[config.mk]
export PLATFORM = sky130hd
export DESIGN_NAME = uart_param
export DESIGN_NICKNAME = d
export VERILOG_FILES = /design/src/rtl/uart_param.sv
export SDC_FILE = /design/constraint.sdc
export NUM_CORES = 1
export LEC_CHECK = 0
export CAP_MARGIN = 10
export CORE_MARGIN = 5
export CORE_UTILIZATION = 60
export CTS_CLUSTER_DIAMETER = 30
export DETAILED_ROUTE_END_ITERATION = 12
export PLACE_DENSITY_LB_ADDON = 0.2
export SYNTH_ARGS = -nofsm -noshare
export SYNTH_HDL_FRONTEND = slang
export SYNTH_SLANG_ARGS = --single-unit
[constraint.sdc]
create_clock -name clk -period 7.3 [get_ports clk]
set_input_delay 1.46 -clock clk [delete_from_list [all_inputs] [get_ports clk]]
set_output_delay 1.46 -clock clk [all_outputs]
set_load 0.1 [all_outputs]
[src/rtl/uart_param.sv]
// Parametrised UART: runtime divisor, 5..8 data bits, 1/2 stop bits, TX/RX FIFOs.
// Define UART_PARITY_EN to build the optional parity generator/checker.
module uart_param #(
    parameter int DATA_BITS  = 8,
    parameter int FIFO_DEPTH = 8,
    parameter int DIV_WIDTH  = 16
) (
    input  logic                           clk,
    input  logic                           rst,
    input  logic [DIV_WIDTH-1:0]           i_div,
    input  logic                           i_parity_en,
    input  logic                           i_parity_odd,
    input  logic                           i_stop2,
    input  logic                           i_txfifo_wen,
    input  logic [DATA_BITS-1:0]           i_txfifo_wdata,
    output logic                           o_txfifo_full,
    output logic [$clog2(FIFO_DEPTH):0]    o_txfifo_cnt,
    input  logic                           i_rxfifo_ren,
    output logic                           o_rxfifo_empty,
    output logic [DATA_BITS-1:0]           o_rxfifo_rdata,
    output logic [1:0]                     o_rxfifo_rerr,
    output logic [$clog2(FIFO_DEPTH):0]    o_rxfifo_cnt,
    output logic                           o_rx_overrun,
    input  logic                           i_err_clr,
    output logic                           o_tx_busy,
    output logic                           o_tx,
    input  logic                           i_rx
);
    localparam int AW = $clog2(FIFO_DEPTH);
    localparam int CW = AW + 1;
    localparam int IW = $clog2(DATA_BITS);
    localparam int RW = DATA_BITS + 2;

    typedef enum logic [2:0] {
        S_IDLE,
        S_START,
        S_DATA,
        S_PARITY,
        S_STOP
    } state_t;

    logic cfg_par_en;
    logic cfg_par_odd;
`ifdef UART_PARITY_EN
    assign cfg_par_en  = i_parity_en;
    assign cfg_par_odd = i_parity_odd;
`else
    logic unused_par_cfg;
    assign unused_par_cfg = i_parity_en ^ i_parity_odd;
    assign cfg_par_en     = 1'b0;
    assign cfg_par_odd    = 1'b0;
`endif

    // ---------------- TX FIFO ----------------
    logic [DATA_BITS-1:0] txf_mem [FIFO_DEPTH];
    logic [AW-1:0]        txf_wp;
    logic [AW-1:0]        txf_rp;
    logic [CW-1:0]        txf_cnt;
    logic                 txf_empty;
    logic                 txf_wr;
    logic                 txf_rd;
    logic [DATA_BITS-1:0] txf_rdata;
    logic                 tx_pop;

    assign o_txfifo_cnt  = txf_cnt;
    assign o_txfifo_full = txf_cnt == CW'(FIFO_DEPTH);
    assign txf_empty     = txf_cnt == '0;
    assign txf_wr        = i_txfifo_wen && !o_txfifo_full;
    assign txf_rd        = tx_pop && !txf_empty;
    assign txf_rdata     = txf_mem[txf_rp];

    always_ff @(posedge clk) begin
        if (txf_wr)
            txf_mem[txf_wp] <= i_txfifo_wdata;
    end

    always_ff @(posedge clk or posedge rst) begin
        if (rst) begin
            txf_wp  <= '0;
            txf_rp  <= '0;
            txf_cnt <= '0;
        end else begin
            if (txf_wr)
                txf_wp <= txf_wp + 1'b1;
            if (txf_rd)
                txf_rp <= txf_rp + 1'b1;
            if (txf_wr && !txf_rd)
                txf_cnt <= txf_cnt + 1'b1;
            else if (txf_rd && !txf_wr)
                txf_cnt <= txf_cnt - 1'b1;
        end
    end

    // ---------------- TX engine ----------------
    state_t               tx_state;
    state_t               tx_nxt;
    logic [DATA_BITS-1:0] tx_shr;
    logic [DIV_WIDTH-1:0] tx_div;
    logic [DIV_WIDTH-1:0] tx_pre;
    logic [3:0]           tx_tcnt;
    logic [IW-1:0]        tx_idx;
    logic                 tx_sidx;
    logic                 tx_par_en;
    logic                 tx_odd;
    logic                 tx_stop2;
    logic                 tx_tick;
    logic                 tx_done;
    logic                 tx_last;
    logic                 tx_bit;

    assign tx_tick = tx_pre == tx_div;
    assign tx_done = tx_tick && (tx_tcnt == 4'd15);
    assign tx_last = tx_idx == IW'(DATA_BITS - 1);

    always_ff @(posedge clk or posedge rst) begin
        if (rst)
            tx_state <= S_IDLE;
        else
            tx_state <= tx_nxt;
    end

    always_comb begin
        tx_nxt = tx_state;
        tx_pop = 1'b0;
        tx_bit = 1'b1;
        unique case (tx_state)
            S_IDLE: begin
                if (!txf_empty) begin
                    tx_nxt = S_START;
                    tx_pop = 1'b1;
                end
            end
            S_START: begin
                tx_bit = 1'b0;
                if (tx_done)
                    tx_nxt = S_DATA;
            end
            S_DATA: begin
                tx_bit = tx_shr[tx_idx];
                if (tx_done && tx_last)
                    tx_nxt = tx_par_en ? S_PARITY : S_STOP;
            end
            S_PARITY: begin
                tx_bit = (^tx_shr) ^ tx_odd;
                if (tx_done)
                    tx_nxt = S_STOP;
            end
            S_STOP: begin
                // Chain straight into the next start bit when data is waiting
                if (tx_done && (tx_sidx || !tx_stop2)) begin
                    if (!txf_empty) begin
                        tx_nxt = S_START;
                        tx_pop = 1'b1;
                    end else begin
                        tx_nxt = S_IDLE;
                    end
                end
            end
            default: tx_nxt = S_IDLE;
        endcase
    end

    always_ff @(posedge clk or posedge rst) begin
        if (rst) begin
            tx_shr    <= '0;
            tx_div    <= '0;
            tx_pre    <= '0;
            tx_tcnt   <= '0;
            tx_idx    <= '0;
            tx_sidx   <= 1'b0;
            tx_par_en <= 1'b0;
            tx_odd    <= 1'b0;
            tx_stop2  <= 1'b0;
            o_tx      <= 1'b1;
            o_tx_busy <= 1'b0;
        end else begin
            o_tx      <= tx_bit;
            o_tx_busy <= tx_state != S_IDLE;
            if (tx_pop) begin
                tx_shr    <= txf_rdata;
                tx_div    <= i_div;
                tx_par_en <= cfg_par_en;
                tx_odd    <= cfg_par_odd;
                tx_stop2  <= i_stop2;
                tx_pre    <= '0;
                tx_tcnt   <= '0;
                tx_idx    <= '0;
                tx_sidx   <= 1'b0;
            end else if (tx_state != S_IDLE) begin
                tx_pre <= tx_tick ? '0 : tx_pre + 1'b1;
                if (tx_tick)
                    tx_tcnt <= tx_tcnt + 1'b1;
                if (tx_done && tx_state == S_DATA)
                    tx_idx <= tx_idx + 1'b1;
                if (tx_done && tx_state == S_STOP)
                    tx_sidx <= 1'b1;
            end
        end
    end

    // ---------------- RX engine ----------------
    state_t               rx_state;
    state_t               rx_nxt;
    logic                 rx_s1;
    logic                 rx_s2;
    logic [DATA_BITS-1:0] rx_shr;
    logic [DIV_WIDTH-1:0] rx_div;
    logic [DIV_WIDTH-1:0] rx_pre;
    logic [3:0]           rx_tcnt;
    logic [IW-1:0]        rx_idx;
    logic                 rx_par_en;
    logic                 rx_odd;
    logic                 rx_perr;
    logic                 rx_tick;
    logic                 rx_smp;
    logic                 rx_last;
    logic                 rx_start;
    logic                 rx_push;
    logic                 rxf_full;

    assign rx_tick = rx_pre == rx_div;
    // Every sample lands on the 8th tick of a 16-tick bit window
    assign rx_smp  = rx_tick && (rx_tcnt == 4'd7);
    assign rx_last = rx_idx == IW'(DATA_BITS - 1);

    always_ff @(posedge clk or posedge rst) begin
        if (rst) begin
            rx_s1    <= 1'b1;
            rx_s2    <= 1'b1;
            rx_state <= S_IDLE;
        end else begin
            rx_s1    <= i_rx;
            rx_s2    <= rx_s1;
            rx_state <= rx_nxt;
        end
    end

    always_comb begin
        rx_nxt   = rx_state;
        rx_start = 1'b0;
        rx_push  = 1'b0;
        unique case (rx_state)
            S_IDLE: begin
                if (!rx_s2) begin
                    rx_nxt   = S_START;
                    rx_start = 1'b1;
                end
            end
            S_START: begin
                if (rx_smp)
                    rx_nxt = rx_s2 ? S_IDLE : S_DATA;
            end
            S_DATA: begin
                if (rx_smp && rx_last)
                    rx_nxt = rx_par_en ? S_PARITY : S_STOP;
            end
            S_PARITY: begin
                if (rx_smp)
                    rx_nxt = S_STOP;
            end
            S_STOP: begin
                if (rx_smp) begin
                    rx_nxt  = S_IDLE;
                    rx_push = 1'b1;
                end
            end
            default: rx_nxt = S_IDLE;
        endcase
    end

    always_ff @(posedge clk or posedge rst) begin
        if (rst) begin
            rx_shr    <= '0;
            rx_div    <= '0;
            rx_pre    <= '0;
            rx_tcnt   <= '0;
            rx_idx    <= '0;
            rx_par_en <= 1'b0;
            rx_odd    <= 1'b0;
            rx_perr   <= 1'b0;
        end else if (rx_start) begin
            rx_div    <= i_div;
            rx_par_en <= cfg_par_en;
            rx_odd    <= cfg_par_odd;
            rx_pre    <= '0;
            rx_tcnt   <= '0;
            rx_idx    <= '0;
            rx_perr   <= 1'b0;
        end else if (rx_state != S_IDLE) begin
            rx_pre <= rx_tick ? '0 : rx_pre + 1'b1;
            if (rx_tick)
                rx_tcnt <= rx_tcnt + 1'b1;
            if (rx_smp && rx_state == S_DATA) begin
                rx_shr[rx_idx] <= rx_s2;
                rx_idx         <= rx_idx + 1'b1;
            end
            if (rx_smp && rx_state == S_PARITY)
                rx_perr <= rx_s2 ^ (^rx_shr) ^ rx_odd;
        end
    end

    // ---------------- RX FIFO ----------------
    logic [RW-1:0] rxf_mem [FIFO_DEPTH];
    logic [AW-1:0] rxf_wp;
    logic [AW-1:0] rxf_rp;
    logic [CW-1:0] rxf_cnt;
    logic          rxf_wr;
    logic          rxf_rd;
    logic [RW-1:0] rxf_wdata;
    logic [RW-1:0] rxf_head;

    assign rxf_wdata      = {~rx_s2, rx_perr, rx_shr};
    assign o_rxfifo_cnt   = rxf_cnt;
    assign rxf_full       = rxf_cnt == CW'(FIFO_DEPTH);
    assign o_rxfifo_empty = rxf_cnt == '0;
    assign rxf_wr         = rx_push && !rxf_full;
    assign rxf_rd         = i_rxfifo_ren && !o_rxfifo_empty;
    assign rxf_head       = o_rxfifo_empty ? '0 : rxf_mem[rxf_rp];
    assign o_rxfifo_rdata = rxf_head[DATA_BITS-1:0];
    assign o_rxfifo_rerr  = rxf_head[RW-1:DATA_BITS];

    always_ff @(posedge clk) begin
        if (rxf_wr)
            rxf_mem[rxf_wp] <= rxf_wdata;
    end

    always_ff @(posedge clk or posedge rst) begin
        if (rst) begin
            rxf_wp       <= '0;
            rxf_rp       <= '0;
            rxf_cnt      <= '0;
            o_rx_overrun <= 1'b0;
        end else begin
            if (rxf_wr)
                rxf_wp <= rxf_wp + 1'b1;
            if (rxf_rd)
                rxf_rp <= rxf_rp + 1'b1;
            if (rxf_wr && !rxf_rd)
                rxf_cnt <= rxf_cnt + 1'b1;
            else if (rxf_rd && !rxf_wr)
                rxf_cnt <= rxf_cnt - 1'b1;
            if (rx_push && rxf_full)
                o_rx_overrun <= 1'b1;
            else if (i_err_clr)
                o_rx_overrun <= 1'b0;
        end
    end
endmodule
======== Yosys cells after proc, flatten, opt, wreduce, memory -nomap -nowiden ========
Memories as Yosys holds them, arrays and structs flattened. A register that Yosys moved wholly into a read port is not among the register bits.
Cells that the tools add are included.
operators by class
  $add $sub $neg .......................... 14
  $mul .................................... 0
  divide/modulo/power cells ............... 0
  order comparisons ....................... 3
  equal/unequal tests ..................... 26
  shift-type cells ........................ 0
  multiplexer cells ....................... 62
  bitwise operators ....................... 3
  reductions and logical operators ........ 57
operators by type and width
  kind                     count
  $mux W16                 6
  $mux W3                  16
  $mux W4                  10
  $add A16 B1 Y16 const B  2
  $eq A16 B16 Y1           2
  $pmux W3 S5              2
  $reduce_bool A2 Y1       11
  $mux W1                  21
  $ne A2 B2 Y1 const B     10
  $logic_and A1 B1 Y1      19
  $add A3 B1 Y3 const B    6
  $add A4 B1 Y4 const B    4
  $reduce_xor A8 Y1        2
  $eq A3 B2 Y1 const B     4
  $eq A3 B3 Y1 const B     4
  $eq A4 B4 Y1 const B     3
  $reduce_and A2 Y1        6
  $mux W10                 1
  $reduce_and A5 Y1        2
  $logic_not A1 Y1         9
  $bwmux W8                1
  $logic_not A4 Y1         2
  $lt A3 B4 Y1 const B     2
  $sub A4 B1 Y4 const B    2
  14 further kinds         18
storage, ports and cells
  bits in registers ....................... 120
  latch bits .............................. 0
  memory bits (writable) .................. 144
  ROM bits ................................ 0
  input bits .............................. 33
  output and inout bits ................... 23
  word-level logic and storage cells ...... 192
  memories kept ........................... 2
memory list
  memory   depth  width  rd ports  clocked after Yosys merged registers in  write ports  RTL line  text
  rxf_mem  8      10     1         0                                        1            303       logic [RW-1:0] rxf_mem [FIFO_DEPTH];
  txf_mem  8      8      1         1                                        1            55        logic [DATA_BITS-1:0] txf_mem [FIFO_DEPTH];

======== Longest topological paths before layout ========
Gate-level depths: netlist of the first run.
  depth in word-level cells ............... 9
  depth in mapped cells ................... 16

======== Least setup slack after synthesis of the first run ========
OpenSTA, ideal clock, no wires.
  path kind ............................... register to output
  from .................................... register rxf_cnt[0], in the netlist o_rxfifo_cnt[0]
  to ...................................... output port o_rxfifo_rdata[0]
  data arrival time ....................... 3.357 ns
  path slack .............................. 2.483 ns
  stages on the path, launching flop included .. 4
  buffers on the path ..................... 1
  cells stage by stage .................... dfrtp_1 nor4_1 clkbuf_1 nor2_1
between the ends
  cells in the longest elaborated chain, start to end .. 2
ends and longest elaborated chain
  element                   RTL line  text
  start, declared           306       logic [CW-1:0] rxf_cnt;
  start signal, assigned    339       rxf_cnt <= rxf_cnt + 1'b1;
  start signal, assigned    341       rxf_cnt <= rxf_cnt - 1'b1;
  $logic_not A4 Y1          315       assign o_rxfifo_empty = rxf_cnt == '0;
  named net o_rxfifo_empty  19        output logic o_rxfifo_empty,
  $mux W10                  318       assign rxf_head = o_rxfifo_empty ? '0 : rxf_mem[rxf_rp];
  end, declared             20        output logic [DATA_BITS-1:0] o_rxfifo_rdata,
The timed path passes the listed nets, and every way through them passes these cells.

======== Worst setup path in the final report of the first run ========
  from .................................... register rxf_rp[1]
  to ...................................... output port o_rxfifo_rdata[5]
between the ends
  cells in the longest elaborated chain, start to end .. 2
ends and longest elaborated chain
  element                 RTL line  text
  start, declared         305       logic [AW-1:0] rxf_rp;
  start signal, assigned  337       rxf_rp <= rxf_rp + 1'b1;
  $mem_v2 Z8 W10          -
  $mux W10                318
Every way passes these cells.

==> summary.md, run 1 <==
| Metric | Value |
|---|---|
| First DRT Iteration DRCs | `529` |
| Mapped Area | `12100 µm²` |
| Final TNS setup | `0 ns` |
| Top-count cell post-synth | `edfxtp_1` |
| Core area | `20000 µm²` |
| GRT met1 Usage | `0.290` |
| CP arrival | `3.31 ns` |
| # nets final | `968` |
| CTS Buf Count | `49` |
| Count of final hold-check violations | `0` |
| Final worst path period share | `0.653` |
| Placed insts | `1134` |
| Startpoint type of the worst setup path | `register` |
| Crit-path max cell delay | `1.15 ns` |
| Worst-Margin Slew | `1.19 ns` |
| Longest Clk Path Bufs | `3` |
| Initial antenna violation count | `0` |
| DP Worst Slack | `3.07 ns` |
| Worst-path clk slew | `0.05 ns` |
| DR WL/cell | `20.4 µm` |
| First-pass GRT wire length | `40400 µm` |
| Max Fclk | `210 MHz` |
| Overflow after GRT | `0` |
| Finished Cell Area | `14600 µm²` |
| Count of pins over their slew limit | `0` |
| Distinct cells, synth | `59` |
| Pwr Total | `5.09 mW` |
| Largest cells by area after synthesis | `edfxtp_1 36%, dfrtp_1 26%, mux4_2 7.1%` |
| Hold Crit Class | `reg -> reg` |
| Fraction of layout cells with a size suffix above 1 | `0.225` |
| Setup CP Type | `reg -> out` |
| Pwr dens | `348 nW/µm²` |
| Die area | `23100 µm²` |
| Starting Density | `0.604` |
| Synth async-reset ratio | `0.471` |
| Synth Instances | `831` |
| Largest net degree at the start of global routing | `81` |
| Worst Path Required | `5.84 ns` |
| Clk_skew | `0.0129 ns` |
| Post-CTS Setup Inserts | `0` |
| Worst-skew pair later-pin latency | `0.53 ns` |
| Worst path cell trace | `mux4_2, mux2i_1, nor2_1, clkdlybuf4s50_1` |
| Met3 Use GR | `0.0364` |
| EDFF count, synth | `144` |
| H-Tree Depth | `2` |
| GR Util met2 | `0.368` |
| Dominant cell type by area after synthesis | `edfxtp_1` |
| Slew HR | `0.205` |
| I/O pin cnt | `56` |
| Cts-stage hold buffer count | `0` |
| Crit Path Max Fanout | `22` |
| LEAKAGE | `5.47 nW` |
| Leading cell types by count after synthesis | `144 x edfxtp_1, 125 x dfrtp_1, 60 x mux2_2` |
| P&R area growth vs syn | `20.8%` |
| FF+latch count, synth | `272` |
| Non-filler cells, final | `1225` |
| Ant. Diodes | `0` |
| Gr usage total | `0.215` |
| Setup ws final | `2.53 ns` |
| ANT nets after route | `0` |
| Drt drc | `0` |
| Post-DP Area | `12900 µm²` |
| Die width | `152 µm` |
| Unrepaired setup endpoints after global routing | `false` |
| Final setup viols | `0` |
| Row count | `52` |
| CTS tree | `done` |
| DRT Wirelength | `24900 µm` |
| Outcome | `complete, no violations` |
| Crit path capture type | `output pin` |
| CTS Root Buffer Type | `clkbuf_16` |
| Seq/Total Area, Yosys | `0.622` |
| CP max stage cell | `clkdlybuf4s50_1` |
| Crit path time final | `4.77 ns` |
| Post-synth top flop | `edfxtp_1` |
| Vias | `7267` |
| Syn_nets | `884` |
| First-pass DRT Iterations | `5` |
| Global route hottest layer | `met2` |
| Synthesis Warnings | `0` |
| Vias in the first global route | `7603` |
| Maxcap violations | `0` |
| Via density | `5.93` |
| Maximum vdd ir drop | `0.000396 V` |
| Port Buf Inserts | `53` |
| DP Wirelength | `15400 µm` |
| Synth top area share | `0.357` |
| Clock sinks | `272` |
| DIE HEIGHT | `152 µm` |
| GP Congestion | `0.810` |
| Mean area per synthesized cell | `14.6 µm²` |
| CTS resizes | `0` |
flip-flops by register name, indices dropped and copies added (netlist names), 3 cells and up:
signal        flops
o_txfifo_cnt      4
o_rxfifo_cnt      4
rx_div           16
txf_wp            3
rx_idx            3
rx_shr            8
rx_state          3
tx_tcnt           4
rxf_mem          80
txf_rp            3
tx_shr            8
tx_idx            3
txf_mem          64
rxf_wp            3
rx_tcnt           4
rx_pre           16
tx_pre           16
rxf_rp            3
tx_state          3
tx_div           16
worst paths after layout:
path	cells past startpoint	slack (ns)	startpoint	to
setup reg to reg	13	3.14	tx_pre[9]$_DFFE_PP0P_	o_txfifo_cnt[3]$_DFFE_PP0P_
min in group asynchronous	2	1.50	rst	txf_wp[0]$_DFFE_PP0P_
max in group asynchronous	3	4.56	rst	tx_pre[1]$_DFFE_PP0P_
hold / removal	0	0.36	rx_s1$_DFF_PP1_	rx_s2$_DFF_PP1_
setup / recovery	4	2.53	rxf_rp[1]$_DFFE_PP0P_	o_rxfifo_rdata[5]
hold reg to reg	0	0.36	rx_s1$_DFF_PP1_	rx_s2$_DFF_PP1_
per-layer routing:
| metal | vias to the layer above | share of wire |
|---|---|---|
| met5 | - | 0 |
| met4 | 0 | 0.019 |
| met3 | 47 | 0.041 |
| met2 | 195 | 0.52 |
| met1 | 3706 | 0.42 |
| li1 | 3319 | - |
metrics by stage:
stage          utilization  hold slack [ns]
5_1_grt              0.730            0.363
4_1_cts              0.730            0.360
3_5_place_dp         0.646            0.351
3_3_place_gp         0.646            0.350
6_report             0.730            0.357
2_1_floorplan            -            0.345
layout make-up:
cell class | instances | area, µm²
Clock inverter | 35 | 364
Timing Repair Buffer | 64 | 613
Tap cell | 270 | 338
Sequential cell | 272 | 7530
Clock buffer | 56 | 1330
Fill cell | 1303 | 5410
Inverter | 19 | 76.3
Multi-Input combinational cell | 509 | 4380
kinds of logic after synthesis:
group / count (synthesis) / share of synthesized area
DFF: 272 / 0.622
and+or+nand+nor: 211 / 0.0916
buffers and inverters: 50 / 0.0178
xor gates and xnor gates: 79 / 0.0571
muxes: 118 / 0.145
adders and majority gates: 20 / 0.0219
AOI/OAI and AO/OA: 81 / 0.0442
power breakdown:
part / leakage, nW / internal [mW] / switching (mW) / total [mW]
Sequential: 2.76 / 1.74 / 0.167 / 1.91
Clock: 0.828 / 1.52 / 0.757 / 2.27
Combinational: 1.87 / 0.317 / 0.594 / 0.910
Total: 5.47 / 3.57 / 1.52 / 5.09
layout by cell type (no fill, tap or decap), types with 6 or more instances in the layout:
cell type,n
edfxtp_1,144
dfrtp_1,125
mux2_2,60
clkdlybuf4s50_1,53
nor2_1,52
clkbuf_16,52
xor2_1,42
mux4_2,38
nand2_1,37
xnor2_1,37
o21ai_0,27
nor3_1,21
nor4_1,19
nand3_1,18
ha_1,18
inv_1,17
mux2i_1,14
nand4_1,14
a31oi_1,13
clkinv_2,12
buf_4,11
nand2b_1,8
a21oi_1,7
clkinv_4,7
mux2_4,6
bufinv_16,6
critical path, delay by kind of cell (launching register included):
family / cells / cell delay [ns]
buffers and inverters: 1 / 1.15
DFF: 1 / 1.00
muxes: 2 / 0.47
and+or+nand+nor: 1 / 0.14
Note: power is estimated with default switching activity, not from simulation.
==> run 2, diff against run 1 <==
clock period = 4.6 ns   (was 7.3 ns; I/O delays follow)
==> summary.md, run 2 (synthesis gave the netlist of run 1 again) <==
| Metric | Value |
|---|---|
| Outcome | `complete, no violations` |
| Pwr dens | `556 nW/µm²` |
| Hold Crit Class | `reg -> reg` |
| ANT nets after route | `0` |
| WL met2 | `13300 µm` |
| CP max stage cell | `o21ai_4` |
| First DRT Iteration DRCs | `470` |
| First-pass DRT Iterations | `5` |
| Longest Clk Path Bufs | `3` |
| Final setup viols | `0` |
| Starting Density | `0.604` |
| P&R area growth vs syn | `21.3%` |
| Worst r2r dst | `o_txfifo_cnt[3]$_DFFE_PP0P_` |
| Crit path capture type | `register` |
| Pint | `5.76 mW` |
| Vias | `7428` |
| Fraction of layout cells with a size suffix above 1 | `0.237` |
| Gr usage total | `0.221` |
| # nets final | `976` |
| Worst path cell trace | `xor2_1, nor4_1, nand4_2, buf_4, o21ai_4, inv_4, ha_1, inv_1, ha_1, a21o_1, a21oi_1, xnor2_1, nor2_1, xor2_1` |
| Non-filler cells, final | `1236` |
| Worst Path Required | `5.01 ns` |
| Net Sw Power | `2.41 mW` |
| Max reg flops | `80` |
| Maxcap violations | `0` |
| Fin util | `0.733` |
| Vias in the first global route | `7770` |
| Clock sinks | `272` |
| CTS resizes | `0` |
| Final worst path period share | `0.816` |
| H-Tree Depth | `2` |
| Clock power share | `0.452` |
| Clk_skew | `0.0187 ns` |
| Biggest register | `rxf_mem` |
| Drt drc | `0` |
| Crit Path Max Fanout | `26` |
| Crit-path max cell delay | `0.52 ns` |
| Count of pins over their slew limit | `0` |
| CTS tree | `done` |
| Most frequent cells in the layout | `144 x edfxtp_1, 125 x dfrtp_1, 60 x mux2_2, 52 x nor2_1, 52 x clkbuf_16` |
| R2R cell count | `14` |
| Via density | `6.01` |
| Overflow after GRT | `0` |
| Post-DP Area | `12900 µm²` |
| Die width | `152 µm` |
| Final TNS setup | `0 ns` |
| FF-to-FF Start | `tx_pre[9]$_DFFE_PP0P_` |
| Cts-stage hold buffer count | `0` |
| Worst-skew pair later-pin latency | `0.54 ns` |
| Die area | `23100 µm²` |
| CP arrival | `4.16 ns` |
| Ant. Diodes | `0` |
| Met3 wire length | `1330 µm` |
| Largest net degree at the start of global routing | `71` |
| DP Wirelength | `16200 µm` |
| Top Layer Used | `met4` |
| WL met1 | `10400 µm` |
| DIE HEIGHT | `152 µm` |
| Port Buf Inserts | `53` |
| LEAKAGE | `5.51 nW` |
| Post-CTS Setup Inserts | `0` |
| Crit path time final | `3.75 ns` |
| Largest registers | `rxf_mem: 80 flops, txf_mem: 64 flops` |
| Count of final hold-check violations | `0` |
| Startpoint type of the worst setup path | `register` |
| CTS Buf Count | `51` |
| Worst-Margin Slew | `1.21 ns` |
| Placed insts | `1140` |
| Core area | `20000 µm²` |
| Slew HR | `0.194` |
| Initial antenna violation count | `0` |
| Most common cell after layout, fill and taps aside | `edfxtp_1` |
| Reg-to-reg slack, setup | `0.85 ns` |
| Sequential Power Share | `0.375` |
| Crit. Startpoint | `tx_pre[9]$_DFFE_PP0P_` |
| DRT Wirelength | `25400 µm` |
| Switching share of power | `0.295` |
| Comb power frac | `0.173` |
| Finished Cell Area | `14700 µm²` |
| I/O pin cnt | `56` |
| GP Congestion | `0.845` |
| Unrepaired setup endpoints after global routing | `false` |
| Row count | `52` |
| Worst-path clk slew | `0.04 ns` |
| CTS Root Buffer Type | `clkbuf_16` |
| Maximum vdd ir drop | `0.000544 V` |
| Setup CP Type | `reg -> reg` |
| Max Fclk | `267 MHz` |
| First-pass GRT wire length | `41100 µm` |
| Worst setup endpoint | `o_txfifo_cnt[3]$_DFFE_PP0P_` |
| DR WL/cell | `20.6 µm` |
-- run 2: cell count changes in the layout (fill, tap and decap cells not counted), sizes merged --
cell,before,now
buf,11,27
clkbuf,56,69
clkdlybuf4s50,53,43
clkinv,23,16
clkinvlp,4,3
-- run 2: through the flow --
step / hold WS (ns) / setup slack [ns] / total power [mW]
CTS: 0.356 / 0.829 / 8.25
global route: 0.361 / 0.633 / 8.46
global placement: 0.351 / 0.968 / 4.46
detailed placement: 0.347 / 0.841 / 4.52
floorplan: 0.345 / 0.272 / 4.11
finish: 0.356 / 0.849 / 8.17
-- run 2: metal layers --
| metal | global-route usage | vias to the layer above |
|---|---|---|
| met4 | 0.0574 | 0 |
| met3 | 0.0418 | 38 |
| met1 | 0.287 | 3794 |
| met5 | 0 | - |
| li1 | - | 3334 |
| met2 | 0.387 | 262 |
-- run 2: layout make-up --
| class | count | area, µm² |
|---|---|---|
| Multi-Input combinational cell | 509 | 4370 |
| Timing Repair Buffer | 70 | 633 |
| Clock buffer | 69 | 1430 |
| Fill cell | 1298 | 5340 |
| Inverter | 19 | 76.3 |
| Clock inverter | 27 | 322 |
| Sequential cell | 272 | 7530 |
| Tap cell | 270 | 338 |
-- run 2: worst max-delay path: cells and delay by family, from the launching register on --
kind            cells  cell delay [ns]
compound gates      3             0.88
buf+inv             3             0.62
simple gates        3             0.70
fa+ha+maj           2             0.53
xor+xnor            3             0.47
flops               1             0.43
-- run 2: worst min-delay path by stage --
stage / endpoint / start / cells past startpoint
final: rx_s2$_DFF_PP1_ / rx_s1$_DFF_PP1_ / 0
after CTS: rx_s2$_DFF_PP1_ / rx_s1$_DFF_PP1_ / 0
after global placement: rx_s2$_DFF_PP1_ / rx_s1$_DFF_PP1_ / 0
after floorplan: rx_s2$_DFF_PP1_ / rx_s1$_DFF_PP1_ / 0
after detailed placement: rx_s2$_DFF_PP1_ / rx_s1$_DFF_PP1_ / 0
after global routing: rx_s2$_DFF_PP1_ / rx_s1$_DFF_PP1_ / 0
-- run 2: power groups by stage --
stage / logic [mW] / clock network, mW / registers, mW
6_report: 1.41 / 3.69 / 3.06
4_1_cts: 1.43 / 3.75 / 3.07
2_1_floorplan: 0.908 / 0 / 3.20
3_5_place_dp: 1.42 / 0 / 3.10
5_1_grt: 1.50 / 3.86 / 3.10
3_3_place_gp: 1.38 / 0 / 3.08
